[src/rtl/imem_load_ctrl_if.sv]
// Bundle of loader, CPU-fetch, memory and status signals for imem_load_ctrl.
// The slave modport is the controller's view; the master modport is its environment.
interface imem_load_ctrl_if #(
    parameter int ADDR_LEN   = 32,
    parameter int INSTR_LEN  = 32,
    parameter int IMEM_DEPTH = 1024
);
    localparam int AW = $clog2(IMEM_DEPTH);

    logic                 ld_valid;
    logic [7:0]           ld_byte;
    logic                 ld_last;
    logic                 ld_ready;
    logic                 restart;
    logic [ADDR_LEN-1:0]  cpu_pc;
    logic [INSTR_LEN-1:0] cpu_instr;
    logic                 cpu_stall;
    logic [AW-1:0]        mem_addr;
    logic [INSTR_LEN-1:0] mem_wdata;
    logic                 mem_we;
    logic [INSTR_LEN-1:0] mem_rdata;
    logic                 load_done;
    logic                 load_err;
    logic [AW:0]          load_words;

    modport slave (
        input  ld_valid, ld_byte, ld_last, restart, cpu_pc, mem_rdata,
        output ld_ready, cpu_instr, cpu_stall, mem_addr, mem_wdata, mem_we,
               load_done, load_err, load_words
    );

    modport master (
        output ld_valid, ld_byte, ld_last, restart, cpu_pc, mem_rdata,
        input  ld_ready, cpu_instr, cpu_stall, mem_addr, mem_wdata, mem_we,
               load_done, load_err, load_words
    );
endinterface

[src/rtl/imem_load_ctrl.sv]
// Instruction-memory loader: packs a byte stream into little-endian words, writes them
// to memory, then hands the memory to the CPU fetch port until a restart.
module imem_load_ctrl #(
    parameter int ADDR_LEN   = 32,
    parameter int INSTR_LEN  = 32,
    parameter int IMEM_DEPTH = 1024
) (
    input  logic              clk,
    input  logic              rst_n,
    imem_load_ctrl_if.slave   bus
);
    localparam int AW = $clog2(IMEM_DEPTH);

    typedef enum logic [1:0] {
        StLoad  = 2'd0,
        StWrite = 2'd1,
        StRun   = 2'd2,
        StErr   = 2'd3
    } state_t;

    state_t               r_state, w_state;
    logic [1:0]           r_byte_idx, w_byte_idx;
    logic [INSTR_LEN-1:0] r_asm, w_asm;
    logic                 r_last, w_last;
    logic [AW:0]          r_words, w_words;
    logic                 r_err, w_err;

    logic                 w_accept;
    logic                 w_full;
    logic                 w_pc_hi;

    assign w_accept = bus.ld_valid && (r_state == StLoad);
    assign w_full   = (r_words == (AW+1)'(IMEM_DEPTH));
    assign w_pc_hi  = ((bus.cpu_pc >> (AW + 2)) != '0);

    always_ff @(posedge clk or negedge rst_n) begin
        if (!rst_n) begin
            r_state    <= StLoad;
            r_byte_idx <= '0;
            r_asm      <= '0;
            r_last     <= 1'b0;
            r_words    <= '0;
            r_err      <= 1'b0;
        end else begin
            r_state    <= w_state;
            r_byte_idx <= w_byte_idx;
            r_asm      <= w_asm;
            r_last     <= w_last;
            r_words    <= w_words;
            r_err      <= w_err;
        end
    end

    always_comb begin
        w_state    = r_state;
        w_byte_idx = r_byte_idx;
        w_asm      = r_asm;
        w_last     = r_last;
        w_words    = r_words;
        w_err      = r_err;

        unique case (r_state)
            StLoad: begin
                if (w_accept) begin
                    if (w_full) begin
                        w_state = StErr;
                        w_err   = 1'b1;
                    end else begin
                        w_asm[int'(r_byte_idx)*8 +: 8] = bus.ld_byte;
                        w_last                         = bus.ld_last;
                        if (r_byte_idx == 2'd3 || bus.ld_last) begin
                            w_state = StWrite;
                        end else begin
                            w_byte_idx = r_byte_idx + 2'd1;
                        end
                    end
                end
            end
            StWrite: begin
                w_words    = r_words + (AW+1)'(1);
                w_byte_idx = '0;
                w_asm      = '0;
                w_state    = r_last ? StRun : StLoad;
            end
            StRun: ;
            StErr: ;
            default: w_state = StLoad;
        endcase

        // Restart wins everywhere; the WRITE-cycle strobe is decoded from r_state, so it still fires.
        if (bus.restart) begin
            w_state    = StLoad;
            w_byte_idx = '0;
            w_asm      = '0;
            w_last     = 1'b0;
            w_words    = '0;
            w_err      = 1'b0;
        end
    end

    assign bus.ld_ready   = (r_state == StLoad);
    assign bus.mem_we     = (r_state == StWrite);
    assign bus.cpu_stall  = (r_state != StRun);
    assign bus.load_done  = (r_state == StRun);
    assign bus.load_err   = r_err;
    assign bus.load_words = r_words;
    assign bus.mem_wdata  = r_asm;
    assign bus.mem_addr   = (r_state == StRun) ? bus.cpu_pc[AW+1:2] : r_words[AW-1:0];
    assign bus.cpu_instr  = ((r_state == StRun) && !w_pc_hi) ? bus.mem_rdata : '0;
endmodule

[src/flat_wrapper.sv]
// flat-port wrapper written by rule: the top's interface ports become plain ports
module imem_load_ctrl_flat 
#(
    parameter int ADDR_LEN   = 32,
    parameter int INSTR_LEN  = 32,
    parameter int IMEM_DEPTH = 1024
)
  (clk, rst_n, bus_ld_valid, bus_ld_byte, bus_ld_last, bus_restart, bus_cpu_pc, bus_mem_rdata, bus_ld_ready, bus_cpu_instr, bus_cpu_stall, bus_mem_addr, bus_mem_wdata, bus_mem_we, bus_load_done, bus_load_err, bus_load_words);
  imem_load_ctrl_if #(.ADDR_LEN(ADDR_LEN), .INSTR_LEN(INSTR_LEN), .IMEM_DEPTH(IMEM_DEPTH)) bus_i ();
  input  logic clk;
  input  logic rst_n;
  input wire logic [$bits(bus_i.ld_valid)-1:0] bus_ld_valid;
  input wire logic [$bits(bus_i.ld_byte)-1:0] bus_ld_byte;
  input wire logic [$bits(bus_i.ld_last)-1:0] bus_ld_last;
  input wire logic [$bits(bus_i.restart)-1:0] bus_restart;
  input wire logic [$bits(bus_i.cpu_pc)-1:0] bus_cpu_pc;
  input wire logic [$bits(bus_i.mem_rdata)-1:0] bus_mem_rdata;
  output wire logic [$bits(bus_i.ld_ready)-1:0] bus_ld_ready;
  output wire logic [$bits(bus_i.cpu_instr)-1:0] bus_cpu_instr;
  output wire logic [$bits(bus_i.cpu_stall)-1:0] bus_cpu_stall;
  output wire logic [$bits(bus_i.mem_addr)-1:0] bus_mem_addr;
  output wire logic [$bits(bus_i.mem_wdata)-1:0] bus_mem_wdata;
  output wire logic [$bits(bus_i.mem_we)-1:0] bus_mem_we;
  output wire logic [$bits(bus_i.load_done)-1:0] bus_load_done;
  output wire logic [$bits(bus_i.load_err)-1:0] bus_load_err;
  output wire logic [$bits(bus_i.load_words)-1:0] bus_load_words;
  assign bus_i.ld_valid = bus_ld_valid;
  assign bus_i.ld_byte = bus_ld_byte;
  assign bus_i.ld_last = bus_ld_last;
  assign bus_i.restart = bus_restart;
  assign bus_i.cpu_pc = bus_cpu_pc;
  assign bus_i.mem_rdata = bus_mem_rdata;
  assign bus_ld_ready = bus_i.ld_ready;
  assign bus_cpu_instr = bus_i.cpu_instr;
  assign bus_cpu_stall = bus_i.cpu_stall;
  assign bus_mem_addr = bus_i.mem_addr;
  assign bus_mem_wdata = bus_i.mem_wdata;
  assign bus_mem_we = bus_i.mem_we;
  assign bus_load_done = bus_i.load_done;
  assign bus_load_err = bus_i.load_err;
  assign bus_load_words = bus_i.load_words;
  imem_load_ctrl #(.ADDR_LEN(ADDR_LEN), .INSTR_LEN(INSTR_LEN), .IMEM_DEPTH(IMEM_DEPTH)) u_core (.clk(clk), .rst_n(rst_n), .bus(bus_i));
endmodule
[config.mk]
export PLATFORM = sky130hd
export DESIGN_NAME = imem_load_ctrl_flat
export DESIGN_NICKNAME = d
export VERILOG_FILES = /design/src/rtl/imem_load_ctrl_if.sv /design/src/rtl/imem_load_ctrl.sv /design/src/flat_wrapper.sv
export SDC_FILE = /design/constraint.sdc
export NUM_CORES = 1
export LEC_CHECK = 0
export BUFFER_PORTS_ARGS = -buffer_cell sky130_fd_sc_hd__buf_4
export CAP_MARGIN = 40
export CORE_ASPECT_RATIO = 0.75
export CORE_MARGIN = 3
export CORE_UTILIZATION = 44
export CTS_BUF_LIST = sky130_fd_sc_hd__clkbuf_16
export CTS_CLUSTER_DIAMETER = 80
export DETAILED_ROUTE_END_ITERATION = 8
export GPL_TIMING_DRIVEN = 0
export PLACE_DENSITY = 0.8
export SLEW_MARGIN = 20
export SYNTH_ARGS = -nofsm -noshare
export SYNTH_HDL_FRONTEND = slang
export SYNTH_SLANG_ARGS = --single-unit
[constraint.sdc]
create_clock -name clk -period 2.64 [get_ports clk]
set_clock_uncertainty 0.1 [all_clocks]
set_input_delay 0.528 -clock clk [delete_from_list [all_inputs] [get_ports clk]]
set_output_delay 0.528 -clock clk [all_outputs]
set_load 0.01 [all_outputs]
==> results.cfg <==
[run_status]
outcome = finished, final reports clean

[routing]
drc = 0
ant_nets = 0
wirelength_um = 9230
vias = 2787
post_drt_wl_per_cell_um = 16.8
via_per_inst = 5.08
drt_pre_antenna_iters = 4
drt_iter0_drc = 123

[clock_network]
clock-sinks = 49
tritoncts = yes
numCtsBuffers = 5
clockBufferDepth = 2
cts-root-buf = clkbuf_16
htreeDepth = 2
clk_pin_slew_ns = 0.06
cts_hold_buf = 0
clk_latency_ns = 0.29

[min_path]
hold_path_class = in2async

[global_route]
grt_max_degree = 50
gr-total-overflow = 0
grt_pass1_vias = 2864
antenna_found_initial = 0
grt_use_total = 0.249
grt_pass1_wl_um = 15200

[yosys]
syn-num-nets = 384
synth_top_family_by_area = simple AND/OR/NAND/NOR gates
synth-edff-count = 0
muxShareOfSynthArea = 0.0974
synth_cell_types = 48
syn_area_mm2 = 0.00289
avgSynthCellArea_um2 = 9.63
synthAdderAreaFrac = 0.0303
ys_ff_latch = 49
synth_cells = 300
ys_warn_count = 0
yosysTopAreaCellShare = 0.424
synth_top_cell_by_area = dfrtp_1
synth-seq-area-share = 0.424
synth_simple_gate_area_share = 0.267
synthArstFlopShare = 1.00
synth_compound_area_frac = 0.0901
synth_flop_cell = dfrtp_1
synth-xor-area-share = 0.0273
synth.area.top_cells = dfrtp_1 42%, and2_1 7.1%, mux2i_1 6.2%

[final_layout]
layout_commonest_cell = buf_4
fillers = 490
drive_above_1_share = 0.439
num_antenna_cells = 0
final_cell_mix = 166 x buf_4, 49 x dfrtp_1, 33 x and2_1, 32 x nand2_1, 21 x inv_1
finalNetCount = 554
area.growth.synth_to_final_pct = 52.4

[floorplanning]
die_area_mm2 = 0.00758
fp.dieW_um = 99.6
coreArea_mm2 = 0.00607
ios = 167
rows = 24
die_y_um = 76.2
initial_core_util = 0.476

[timing]
rsz0062_at_grt = yes
fmax_ghz = 0.383
setup_violations = 0
fin_setup_tns_ns = 0
layout_min_cycle_time_ns = 2.61
fin_crit_sh = 0.988
drv_slew = 0
tightestPinTransition_ns = 0.854
finalHoldViolations = 0
slew-limit-headroom = 0.426

[power_and_ir_drop]
power_density_mw_per_mm2 = 461
p_comb_frac = 0.244
pwr-share-seq = 0.404
power.share.clock = 0.352
p_sw_mw = 0.562
vdd_drop_max_mv = 0.292
p_leak_nw = 2.31
finalPower_mw = 2.03
p_int_mw = 1.47
p_sw_frac = 0.277

[placement]
gp_congestion = 0.885
port_buffers = 163
hpwl_um = 7250

[critical_path]
crit_top_cell = buf_4
crit_chain = buf_4 > or4_1 > nor3_4 > buf_4 > and2_1 > buf_4
cp_data_required_time_ns = 2.01
critPathCaptureType = primary output
crit_slowest_cell = or4_1
crit_arrival_ns = 1.98
slowest_delay_ns = 0.56
critPathKind = in2out
ff2ff_setup_slack_ns = 0.23
crit_path_start_kind = input pin
cp_max_fo = 10

[run]
drv_cap = 0
==> critical path, delay by kind of cell <==
kind                   cells  cell delay, ns
and+or+nand+nor            3            1.01
buffers and inverters      3            0.43
==> worst paths after layout <==
| path | to | depth (start not counted) | start |
|---|---|---|---|
| max | bus_cpu_instr[3] | 6 | bus_cpu_pc[12] |
| min | u_core.bus.mem_wdata[30] | 1 | rst_n |
| max reg2reg | u_core.bus.mem_wdata[24] | 6 | u_core.r_byte_idx[0] |
| min reg2reg | u_core.bus.mem_wdata[14] | 1 | u_core.bus.mem_wdata[14] |
| max in group asynchronous | u_core.bus.mem_wdata[1] | 1 | rst_n |
| min in group clk | u_core.bus.mem_wdata[14] | 2 | bus_ld_byte[6] |
==> stage by stage <==
stage	hold WS [ns]	cell area (µm²)	utilization	worst slack, ns	cells
CTS	0.186	4390	0.724	0.0287	549
global route	0.209	4400	0.726	-0.00861	549
global placement	0.390	4210	0.694	-0.116	541
finish	0.149	4400	0.726	0.0324	549
detailed placement	0.393	4210	0.694	-0.160	541
floorplan	0.132	2890	-	0.281	300
==> cells in the mapped netlist, types with 2 or more instances <==
library cell / n
nor4_1: 4
a21oi_1: 3
and2_1: 33
nor2_1: 18
o31ai_1: 10
nor4_2: 3
a31oi_1: 2
dfrtp_1: 49
buf_6: 3
clkbuf_1: 7
inv_1: 20
nor2b_1: 2
o21ai_0: 4
and4_1: 2
a22o_1: 6
nor3_1: 7
nand2b_1: 3
or3_1: 2
mux2_2: 8
o21a_1: 2
ha_1: 7
nand2_1: 32
nor3_4: 2
nand3_1: 6
nand4_1: 3
xor2_1: 8
nor4b_2: 2
o21ai_1: 10
buf_2: 6
mux2i_1: 18
==> power by group through the flow <==
stage	Sequential (mW)	Combinational, mW	Clock [mW]
CTS	0.820	0.497	0.721
global placement	0.829	0.481	0
global route	0.824	0.541	0.757
detailed placement	0.832	0.492	0
floorplan	0.837	0.261	0
finish	0.820	0.495	0.714
==> area by class of cell <==
class	count	area (µm²)	share of cell area
multi-input cells	211	1490	0.339
flip-flops and latches	49	1230	0.279
repair buffers	163	1220	0.278
clock buffers	5	125	0.0284
plain buffers	18	118	0.0267
well taps	78	97.6	0.0222
inverters	22	82.6	0.0188
clock inverters	3	37.5	0.00853
==> flip-flops by register name, summed over array words and instances (netlist names) <==
signal,count
u_core.bus.load_words,11
u_core.bus.load_err,1
u_core.r_byte_idx,2
u_core.r_last,1
u_core.r_state,2
u_core.bus.mem_wdata,32
==> metal layers <==
| layer | up-vias | global-route usage | part of all wire |
|---|---|---|---|
| met3 | 16 | 0.0412 | 0.045 |
| met4 | 0 | 0.0668 | 0.016 |
| met2 | 83 | 0.385 | 0.49 |
| li1 | 1358 | - | - |
| met1 | 1330 | 0.360 | 0.45 |
| met5 | - | 0 | 0 |
==> repair_timing <==
item	CTS	global route
pin swaps	0	1
setup buffers	0	0
gates cloned	0	0
setup endpoints to repair	35	30
gates resized for setup	7	10
==> cell families (layout without fill, tap and decap cells) <==
kind of cell	Yosys count	count (layout)
adders and majority gates	7	7
and+or+nand+nor	129	129
DFF	49	49
AOI/OAI and AO/OA	39	39
muxes	27	27
buffers and inverters	40	211
xor gates and xnor gates	9	9
Note: power is estimated with default switching activity, not from simulation.
